$ cat config.mk
export PLATFORM = sky130hd
export DESIGN_NAME = pipe_reg
export DESIGN_NICKNAME = d
export VERILOG_FILES = /design/src/rtl/pipe_reg.sv
export SDC_FILE = /design/constraint.sdc
export NUM_CORES = 1
export LEC_CHECK = 0
export BUFFER_PORTS_ARGS = -buffer_cell sky130_fd_sc_hd__buf_2
export CAP_MARGIN = 0
export CELL_PAD_IN_SITES_DETAIL_PLACEMENT = 0
export CELL_PAD_IN_SITES_GLOBAL_PLACEMENT = 1
export CORE_AREA = 2 2 49 51
export CTS_CLUSTER_SIZE = 24
export DETAILED_ROUTE_END_ITERATION = 6
export DIE_AREA = 0 0 51 53
export MAX_ROUTING_LAYER = met4
export PLACE_DENSITY_LB_ADDON = 0.05
export SYNTH_ARGS = -nofsm -noshare
export SYNTH_HDL_FRONTEND = slang
export SYNTH_SLANG_ARGS = --single-unit
$ cat constraint.sdc
create_clock -name clk -period 1.7 [get_ports clk]
set_clock_uncertainty 0.1 [all_clocks]
set_input_delay 0.17 -clock clk [delete_from_list [all_inputs] [get_ports clk]]
set_output_delay 0.17 -clock clk [all_outputs]
set_load 0.01 [all_outputs]
$ cat src/rtl/pipe_reg.sv
// Elastic pipeline register: DEPTH valid/data stages with valid/ready on both ends.
// Optional occupancy output `count` is built when PIPE_REG_COUNT_EN is defined.
module pipe_reg #(
    parameter int                    DATA_WIDTH  = 8,
    parameter int                    DEPTH       = 2,
    parameter logic [DATA_WIDTH-1:0] RESET_VALUE = '0
) (
    input  logic                          clk,
    input  logic                          clear_n,
    input  logic                          flush,
    input  logic                          in_valid,
    output logic                          in_ready,
    input  logic [DATA_WIDTH-1:0]         in_data,
`ifdef PIPE_REG_COUNT_EN
    output logic [$clog2(DEPTH+1)-1:0]    count,
`endif
    output logic                          out_valid,
    input  logic                          out_ready,
    output logic [DATA_WIDTH-1:0]         out_data
);

    // Handshake: a transfer happens on a rising edge where valid & ready are both
    // high; valid never waits on ready, and ready never depends on in_valid.

    logic [DEPTH-1:0]      valid_q;
    logic [DEPTH-1:0]      valid_d;
    logic [DEPTH-1:0]      rdy;
    logic [DEPTH-1:0]      adv;
    logic                  in_ready_c;
    logic [DATA_WIDTH-1:0] data_q [DEPTH];
    logic [DATA_WIDTH-1:0] data_d [DEPTH];

    // Walk from the output back: a stage may move if everything downstream of it
    // either drains or contains a bubble, so a single accumulator is enough.
    always_comb begin : ready_chain
        logic acc;
        rdy = '0;
        adv = '0;
        acc = out_ready;
        for (int i = DEPTH - 1; i >= 0; i--) begin
            rdy[i] = acc;
            adv[i] = valid_q[i] & acc;
            acc    = acc | ~valid_q[i];
        end
        in_ready_c = acc;
    end

    always_comb begin : next_state
        valid_d = valid_q;
        data_d  = data_q;
        if (in_ready_c) begin
            valid_d[0] = in_valid;
            if (in_valid) begin
                data_d[0] = in_data;
            end
        end
        for (int i = 1; i < DEPTH; i++) begin
            if (rdy[i-1]) begin
                valid_d[i] = valid_q[i-1];
                if (adv[i-1]) begin
                    data_d[i] = data_q[i-1];
                end
            end
        end
        // Flush empties the pipe but leaves the payload registers untouched.
        if (flush) begin
            valid_d = '0;
            data_d  = data_q;
        end
    end

    always_ff @(posedge clk) begin
        if (!clear_n) begin
            valid_q <= '0;
            for (int i = 0; i < DEPTH; i++) begin
                data_q[i] <= RESET_VALUE;
            end
        end else begin
            valid_q <= valid_d;
            for (int i = 0; i < DEPTH; i++) begin
                data_q[i] <= data_d[i];
            end
        end
    end

`ifdef PIPE_REG_COUNT_EN
    localparam int CW = $clog2(DEPTH + 1);

    logic [CW-1:0] count_q;
    logic [CW-1:0] count_d;

    always_comb begin
        count_d = CW'($countones(valid_d));
    end

    always_ff @(posedge clk) begin
        if (!clear_n) begin
            count_q <= '0;
        end else begin
            count_q <= count_d;
        end
    end

    assign count = count_q;
`endif

    assign in_ready  = in_ready_c;
    assign out_valid = valid_q[DEPTH-1];
    assign out_data  = data_q[DEPTH-1];

`ifdef FORMAL
    logic f_past_q;

    always_ff @(posedge clk) begin
        f_past_q <= 1'b1;
        if (f_past_q && $past(clear_n) && $past(out_valid & ~out_ready)) begin
            assert (out_data == $past(out_data));
        end
        if (f_past_q && !$past(clear_n)) begin
            assert (!out_valid);
        end
        assert ($countones(valid_q) <= DEPTH);
    end
`endif

endmodule

==> reports/metrics.csv, run 1 <==
metric,value,unit
max cap viols,0,
Synthesis Warnings,0,
maximum fanout count along the critical path,12,
actual slew at the worst max-slew pin,393.8,ps
via density per instance,4.458,
global-route wire length before repair,2.408,mm
cell area after synthesis,809.5,sq um
row count,17,
final net count,118,
synth unique cells,15,
Worst Setup Start Kind,flop,
post-route insts no fill,131,
WS Path Type,flop to output port,
headroom to the max-slew limit,73.75,%
top cells by area in the synthesized netlist,"sky130_fd_sc_hd__dfxtp_1, sky130_fd_sc_hd__mux2i_1, sky130_fd_sc_hd__buf_4, sky130_fd_sc_hd__nand2_1, sky130_fd_sc_hd__a21boi_1",
final hold viol count,0,
global route overflow,0,
initial drt markers,17,
most frequently used flop master after synthesis,sky130_fd_sc_hd__dfxtp_1,
Post-synth EDFFs,0,
largest net degree at the start of global routing,26,
post-CTS setup buffer count,0,
length of the first detailed-routing pass in iterations,3,
Worst IR Drop VDD,529.3,uV
area share of the leading cell type in the synthesized netlist,44.51,%
max frequency,692.2,MHz
fin crit share,84.98,%
port buffer count,22,
TritonCTS clock tree,yes,
setup repair after global routing missed its margin,false,
outcome,"complete, no violations",
placed cell count,128,
DIE WIDTH,51,um
post-synthesis net count,104,
number of remaining DRC errors,0,
Clock transition at path regs,100,ps
Starting Density,37.68,%
Power Density,794.6,mW/mm^2
Die ar.,0.002703,sq mm
via total after detailed routing,584,
pins over their slew limit,0,
element type at the critical path end,output port,
Max Root-Sink Buffers,2,
top cell types by occurrence after synthesis,"sky130_fd_sc_hd__dfxtp_1, sky130_fd_sc_hd__nand2_1, sky130_fd_sc_hd__buf_4",
hold_buf cts,0,
maximum level of the CTS H-tree,1,
Setup Viol. Count Final,0,
number of antenna violations at the first check in global routing,0,
worst-path cell with the longest stage delay,sky130_fd_sc_hd__dfxtp_1,
clock network latency to the later pin of the worst-skew pair,290,ps
share of synthesized area occupied by flip-flops and latches,44.51,%
number of gates resized after CTS,0,
area added between synthesis and finish,10.05,%
ys async rst share,0,%
core area,0.002148,sq mm
WL per Instance,11.11,um
GRT Util Overall,12.67,%
Die Height,53,um
time the final worst path needs with I/O delays and setup,1445,ps
count of antenna-violating nets left after detailed routing,0,
most frequent cell after synthesis,sky130_fd_sc_hd__dfxtp_1,
via count of the first global-routing pass,540,
share of the core filled with cells in the final layout,41.47,%
Leak Pwr,0.3668,nW
crit path cell chain,nor2b_4 > nand2_1 > buf_2,
routability congestion estimate,0.6940,
cell family with the largest share of critical-path delay,simple AND/OR/NAND/NOR gates,
slowest cell delay on critical path,350,ps
Crit path required time,1430,ps
Detailed Place HPWL,1.048,mm
total wirelength of the detailed-routed design,1.455,mm
data arrival time of the worst path,1170,ps
count of clock tree sinks,18,
boundary pin count,23,
Buffers & Inverters on Critical Path,1,
library cell with the largest summed area after synthesis,sky130_fd_sc_hd__dfxtp_1,
clock buffer count from CTS,3,
Post-Synthesis Cells,91,
average cell area after synthesis,8.896,sq um
synthesis-stage register bit count,18,
Final Hold Slack,14.04,ps
ant diodes,0,
total negative slack for setup checks,0,ps
class of the most critical hold timing path,input port to flop,
fraction of final layout cells with drive strength greater than 1,26.21,%
Root Buffer Master,sky130_fd_sc_hd__clkbuf_4,
-- worst reg2reg max path, delay by kind of cell (launching register included) --
family,cells,cell delay (ps)
AO/OA/AOI/OAI,1,340
flip-flops,1,330
AND/OR/NAND/NOR,1,170
multiplexers,1,220
-- where the power goes --
part	internal [W]	switching, W	leakage [nW]	total [W]
Combinational	0.0000293	0.0000313	0.207	0.0000606
Clock	0.0000823	0.000123	0.0138	0.000206
Sequential	0.000434	0.00000770	0.146	0.000442
-- layer usage --
metal | part of all wire [%] | wire length (um) | track usage (%)
met1 | 54 | 782 | 17.07
met2 | 40 | 575 | 17.75
met3 | 5.8 | 84 | 5.085
met4 | 0.89 | 13 | 2.703
met5 | 0 | 0 | -
-- cells by family (layout without fill, tap and decap cells) --
| kind of cell | after synthesis | count (layout) | synth area share (%) |
|---|---|---|---|
| AOI/OAI and AO/OA | 18 | 18 | 14.99 |
| buffers and inverters | 13 | 25 | 10.66 |
| DFF | 18 | 18 | 44.51 |
| muxes | 8 | 8 | 9.892 |
| and+or+nand+nor | 34 | 34 | 19.94 |
-- worst paths after layout --
check | start | endpoint | slack [ps] | cells past startpoint
max | valid_q[1] | in_ready | 260 | 3
min | in_valid | valid_q[0] | 10 | 3
max reg2reg | valid_q[1] | data_q[13] | 480 | 3
min reg2reg | data_q[9] | data_q[9] | 360 | 2
-- per-stage QoR --
step | total power, W | worst slack, ps | instance area [sq um]
global placement | 0.0005127 | 501.2 | 868.3
CTS | 0.0007252 | 234.8 | 890.9
global route | 0.0007444 | 160.4 | 890.9
detailed placement | 0.0005126 | 493.7 | 868.3
finish | 0.0007079 | 255.3 | 890.9
floorplan | 0.0004907 | 571.0 | 809.5
-- flip-flops by register name, summed over array words and instances (netlist names) --
register and cells:
valid_q 2, out_data 8, data_q 8
-- layout make-up --
type	instances	area, sq um
fill	232	1257
multi-input combinational	60	362.8
sequential	18	360.3
timing repair buffer	22	110.1
tap	28	35.03
clock buffer	3	22.52
-- cells in the final DEF, fill, tap and decap left out --
| cell type | instances |
|---|---|
| sky130_fd_sc_hd__nor2b_4 | 1 |
| sky130_fd_sc_hd__and2b_1 | 1 |
| sky130_fd_sc_hd__nand2_1 | 17 |
| sky130_fd_sc_hd__a21oi_4 | 1 |
| sky130_fd_sc_hd__a21boi_1 | 8 |
| sky130_fd_sc_hd__dfxtp_1 | 18 |
| sky130_fd_sc_hd__nand2b_1 | 4 |
| sky130_fd_sc_hd__nand3_1 | 8 |
| sky130_fd_sc_hd__nor2_1 | 3 |
| sky130_fd_sc_hd__a21oi_1 | 1 |
| sky130_fd_sc_hd__buf_2 | 22 |
| sky130_fd_sc_hd__o21ai_0 | 8 |
| sky130_fd_sc_hd__clkbuf_4 | 3 |
| sky130_fd_sc_hd__mux2i_1 | 8 |
No activity file was read; power rests on OpenSTA's default activity.
==> run 2, diff against run 1 <==
- CORE_AREA: 2 2 49 51 -> 2 2 51 53
- DIE_AREA: 0 0 51 53 -> 0 0 53 55
- clock period: 1.7 -> 1.4 ns (I/O delays scaled with it)
==> run 2 against run 1 <==
Critical endpoint unchanged. Combinational power rose by 67%. Largest cell class unchanged. Sequential share of layout area shrank 6.2 points. Critical path type unchanged. Design area grew 18%. Critical path depth stayed put.
==> reports/metrics.csv, run 2 (synthesis results as in run 1) <==
metric,value,unit
outcome,"complete, no violations",
fin crit share,89.63,%
setup repair after global routing missed its margin,false,
ant diodes,0,
max frequency,796.9,MHz
WL per Instance,10.54,um
crit path cell chain,nor2b_4 > nand2_1 > buf_2,
time the final worst path needs with I/O delays and setup,1255,ps
fraction of final layout cells with drive strength greater than 1,27.35,%
final setup margin,145.2,ps
data arrival time of the worst path,1010,ps
actual slew at the worst max-slew pin,396.7,ps
count of clock tree sinks,18,
Worst Setup Start Kind,flop,
final hold viol count,0,
Clock transition at path regs,100,ps
length of the first detailed-routing pass in iterations,2,
clock network latency to the later pin of the worst-skew pair,290,ps
global-route wire length before repair,2.663,mm
via density per instance,4.483,
global route overflow,0,
port buffer count,22,
row count,18,
Final Hold Slack,62.94,ps
element type at the critical path end,output port,
Power Density,912.9,mW/mm^2
DIE WIDTH,53,um
maximum fanout count along the critical path,3,
post-route insts no fill,147,
clock buffer count from CTS,3,
initial drt markers,1,
number of gates resized after CTS,0,
area of placed instances,870.8,sq um
"leading cell types in the layout, fill and taps excluded","sky130_fd_sc_hd__buf_2, sky130_fd_sc_hd__dfxtp_1, sky130_fd_sc_hd__nand2_1, sky130_fd_sc_hd__dlygate4sd3_1",
placed cell count,130,
Worst Hold Depth,3,
routability congestion estimate,0.6534,
worst-path cell with the longest stage delay,sky130_fd_sc_hd__dfxtp_1,
most common library cell in the layout ignoring fill and taps,sky130_fd_sc_hd__buf_2,
via total after detailed routing,659,
Worst IR Drop VDD,469.2,uV
number of antenna violations at the first check in global routing,0,
Buffers & Inverters on Critical Path,1,
Hold Path End,valid_q[0],
TritonCTS clock tree,yes,
GRT Util Overall,13.18,%
critical register-to-register path endpoint,data_q[14],
count of antenna-violating nets left after detailed routing,0,
total negative slack for setup checks,0,ps
Hold Crit Start,flush,
maximum level of the CTS H-tree,1,
Worst Setup Slack post-DPL,175.4,ps
FF-to-FF setup slack,150,ps
Max Root-Sink Buffers,2,
Die Height,55,um
Leak Pwr,0.4394,nW
Crit path required time,1160,ps
max cap viols,0,
pins over their slew limit,0,
Setup Viol. Count Final,0,
via count of the first global-routing pass,637,
Starting Density,34.23,%
core area,0.002365,sq mm
Root Buffer Master,sky130_fd_sc_hd__clkbuf_4,
Die ar.,0.002915,sq mm
WS Path Type,flop to output port,
"final std cell area, no fill",0.001052,sq mm
r2r worst-path depth,5,
cell family with the largest share of critical-path delay,flip-flops,
class of the most critical hold timing path,input port to flop,
number of remaining DRC errors,0,
largest net degree at the start of global routing,26,
area added between synthesis and finish,29.98,%
total wirelength of the detailed-routed design,1.549,mm
boundary pin count,23,
headroom to the max-slew limit,73.55,%
slowest cell delay on critical path,360,ps
worst r2r src,valid_q[1],
final net count,131,
[run 2: worst max-delay path by stage]
stage          startpoint         end  slack [ps]  cells after the start
2_1_floorplan  valid_q[1]  data_q[10]         270                      3
3_3_place_gp   valid_q[1]  data_q[12]         200                      3
3_5_place_dp   valid_q[1]  data_q[14]         180                      3
4_1_cts        valid_q[1]  data_q[14]          50                      4
5_1_grt        valid_q[1]  data_q[14]          60                      5
6_report       valid_q[1]    in_ready         150                      3
[run 2: tightest hold or removal path, delay by kind of cell]
family | cells | cell delay [ps]
buf+inv | 1 | 100
simple gates | 2 | 170
[run 2: area by class of cell]
class | count | area [sq um]
clock buffer | 4 | 36.28
fill | 267 | 1313
multi-input combinational | 60 | 362.8
sequential | 18 | 360.3
tap | 30 | 37.54
timing repair buffer | 35 | 255.2
[run 2: layer usage]
| layer | track usage, % | vias to the layer above | routed length, um | share of wire (%) |
|---|---|---|---|---|
| li1 | - | 350 | - | - |
| met4 | 7.692 | 0 | 15 | 0.97 |
| met1 | 16.34 | 293 | 762 | 49 |
| met2 | 20.21 | 14 | 704 | 45 |
| met5 | - | - | 0 | 0 |
| met3 | 2.419 | 2 | 66 | 4.3 |
[run 2: report_power, final]
group | internal [W] | switching [W]
Clock | 0.000158 | 0.000165
Combinational | 0.0000591 | 0.0000420
Sequential | 0.000527 | 0.00000967
Total | 0.000744 | 0.000216
[run 2: through the flow]
stage,power [W],utilization (%)
6_report,0.0009606,44.50
5_1_grt,0.0009985,44.50
3_5_place_dp,0.0006228,36.83
3_3_place_gp,0.0006224,36.83
2_1_floorplan,0.0005959,-
4_1_cts,0.0009737,43.65
[run 2: repair_timing]
action                     CTS  global route
hold endpoints to repair     9             0
setup endpoints to repair    1             4
hold buffers                 9             0
pin swaps                    0             1
setup buffers                3             1
==> run 3, diff against run 2 <==
==> constraint.sdc (replaced) <==
create_clock -name clk -period 1.4 [get_ports clk]
set_clock_uncertainty 0.1 [all_clocks]
set_input_delay 0.28 -clock clk [delete_from_list [all_inputs] [get_ports clk]]
set_output_delay 0.28 -clock clk [all_outputs]
set_load 0.01 [all_outputs]
==> run 3 against run 2 <==
Critical path depth stayed put. Core utilization is 5.4 points lower. Highest routed layer unchanged. Sequential power hardly changed. Largest cell class is now flip-flops and latches. Clock-buffer cell count is 1 lower. Global-route usage is 0.059 points higher. Combinational power is 19% lower. Critical path type unchanged. Wire length is 0.90% lower.
==> reports/metrics.csv, run 3 (synthesis results as in run 1) <==
metric,value,unit
final hold viol count,0,
maximum fanout count along the critical path,3,
class of the most critical hold timing path,input port to flop,
crit path cell chain,nor2b_4 > nand2_1 > buf_2,
Worst Setup Slack post-DPL,108.7,ps
Worst IR Drop VDD,458.8,uV
row count,18,
largest net degree at the start of global routing,26,
number of antenna violations at the first check in global routing,0,
actual slew at the worst max-slew pin,413.5,ps
TritonCTS clock tree,yes,
count of antenna-violating nets left after detailed routing,0,
via total after detailed routing,613,
"leading cell types in the layout, fill and taps excluded","sky130_fd_sc_hd__buf_2, sky130_fd_sc_hd__nand2_1, sky130_fd_sc_hd__dfxtp_1",
Root Buffer Master,sky130_fd_sc_hd__clkbuf_4,
post-route insts no fill,135,
Worst Setup Start Kind,flop,
global-route wire length before repair,2.670,mm
fin crit share,96.06,%
total negative slack for setup checks,0,ps
ant diodes,0,
boundary pin count,23,
setup repair after global routing missed its margin,true,
Detailed Place HPWL,1.072,mm
max cap viols,0,
final net count,120,
core area,0.002365,sq mm
Power Density,954.3,mW/mm^2
headroom to the max-slew limit,72.43,%
port buffer count,22,
GRT Util Overall,13.24,%
hold_buf cts,0,
data arrival time of the worst path,960,ps
total wirelength of the detailed-routed design,1.535,mm
fraction of final layout cells with drive strength greater than 1,29.52,%
final setup margin,55.12,ps
pins over their slew limit,0,
placed cell count,130,
Max Root-Sink Buffers,2,
initial drt markers,7,
Setup Viol. Count Final,0,
"final std cell area, no fill",923.4,sq um
most common library cell in the layout ignoring fill and taps,sky130_fd_sc_hd__buf_2,
WL per Instance,11.37,um
Clock transition at path regs,110,ps
area of placed instances,870.8,sq um
via count of the first global-routing pass,562,
Starting Density,34.23,%
time the final worst path needs with I/O delays and setup,1345,ps
clock buffer count from CTS,3,
area added between synthesis and finish,14.07,%
Die Height,55,um
Buffers & Inverters on Critical Path,1,
Die ar.,0.002915,sq mm
count of clock tree sinks,18,
maximum level of the CTS H-tree,1,
DIE WIDTH,53,um
length of the first detailed-routing pass in iterations,4,
WS Path Type,flop to output port,
total power,0.0008812,W
slowest cell delay on critical path,350,ps
global route overflow,0,
element type at the critical path end,output port,
worst-path cell with the longest stage delay,sky130_fd_sc_hd__dfxtp_2,
max frequency,743.6,MHz
Crit path required time,1020,ps
via density per instance,4.541,
cell family with the largest share of critical-path delay,flip-flops,
clock network latency to the later pin of the worst-skew pair,290,ps
outcome,"complete, no violations",
Leak Pwr,0.3819,nW
routability congestion estimate,0.6325,
number of remaining DRC errors,0,
==> run 3: per-stage QoR <==
step | hold slack [ps] | util [%]
floorplan | 297.4 | -
global placement | 348.2 | 36.83
detailed placement | 348.3 | 36.83
CTS | 108.5 | 38.10
global route | 118.9 | 39.05
finish | 116.7 | 39.05
==> run 3: final timing paths <==
kind	start	endpoint	slack [ps]	cells after the start
worst min-delay path	in_data[3]	data_q[11]	120	3
worst max-delay path	valid_q[1]	in_ready	60	3
worst min register to register	data_q[13]	data_q[13]	360	2
worst max register to register	valid_q[1]	data_q[12]	130	5
==> run 3: final cells by class <==
cell class / count / area (sq um)
sequential: 18 / 362.8
tap: 30 / 37.54
multi-input combinational: 60 / 362.8
clock buffer: 3 / 22.52
timing repair buffer: 24 / 137.6
fill: 270 / 1441
==> run 3: power by group <==
part / switching [W] / internal, W / total (W)
clock network: 0.000163 / 0.000100 / 0.000263
registers: 0.00000969 / 0.000527 / 0.000537
logic: 0.0000401 / 0.0000414 / 0.0000815
==> run 3: worst min-delay path, stage by stage <==
cell and delay [ps]:
sky130_fd_sc_hd__buf_2 90, sky130_fd_sc_hd__nand2_1 40, sky130_fd_sc_hd__mux2i_1 50
==> run 3: metal layers <==
metal | track usage (%) | routed length [um] | vias to the layer above
met3 | 2.957 | 97 | 2
met4 | 7.692 | 15 | 0
met1 | 18.32 | 794 | 271
li1 | - | - | 323
met2 | 17.50 | 627 | 17
met5 | - | 0 | -
==> run 3: what timing repair did <==
action | 4_1_cts | 5_1_grt
resized for setup | 0 | 2
setup endpoints to repair | 1 | 9
pin swaps | 0 | 1
endpoints found under the hold margin | 0 | 0
setup buffers | 1 | 1
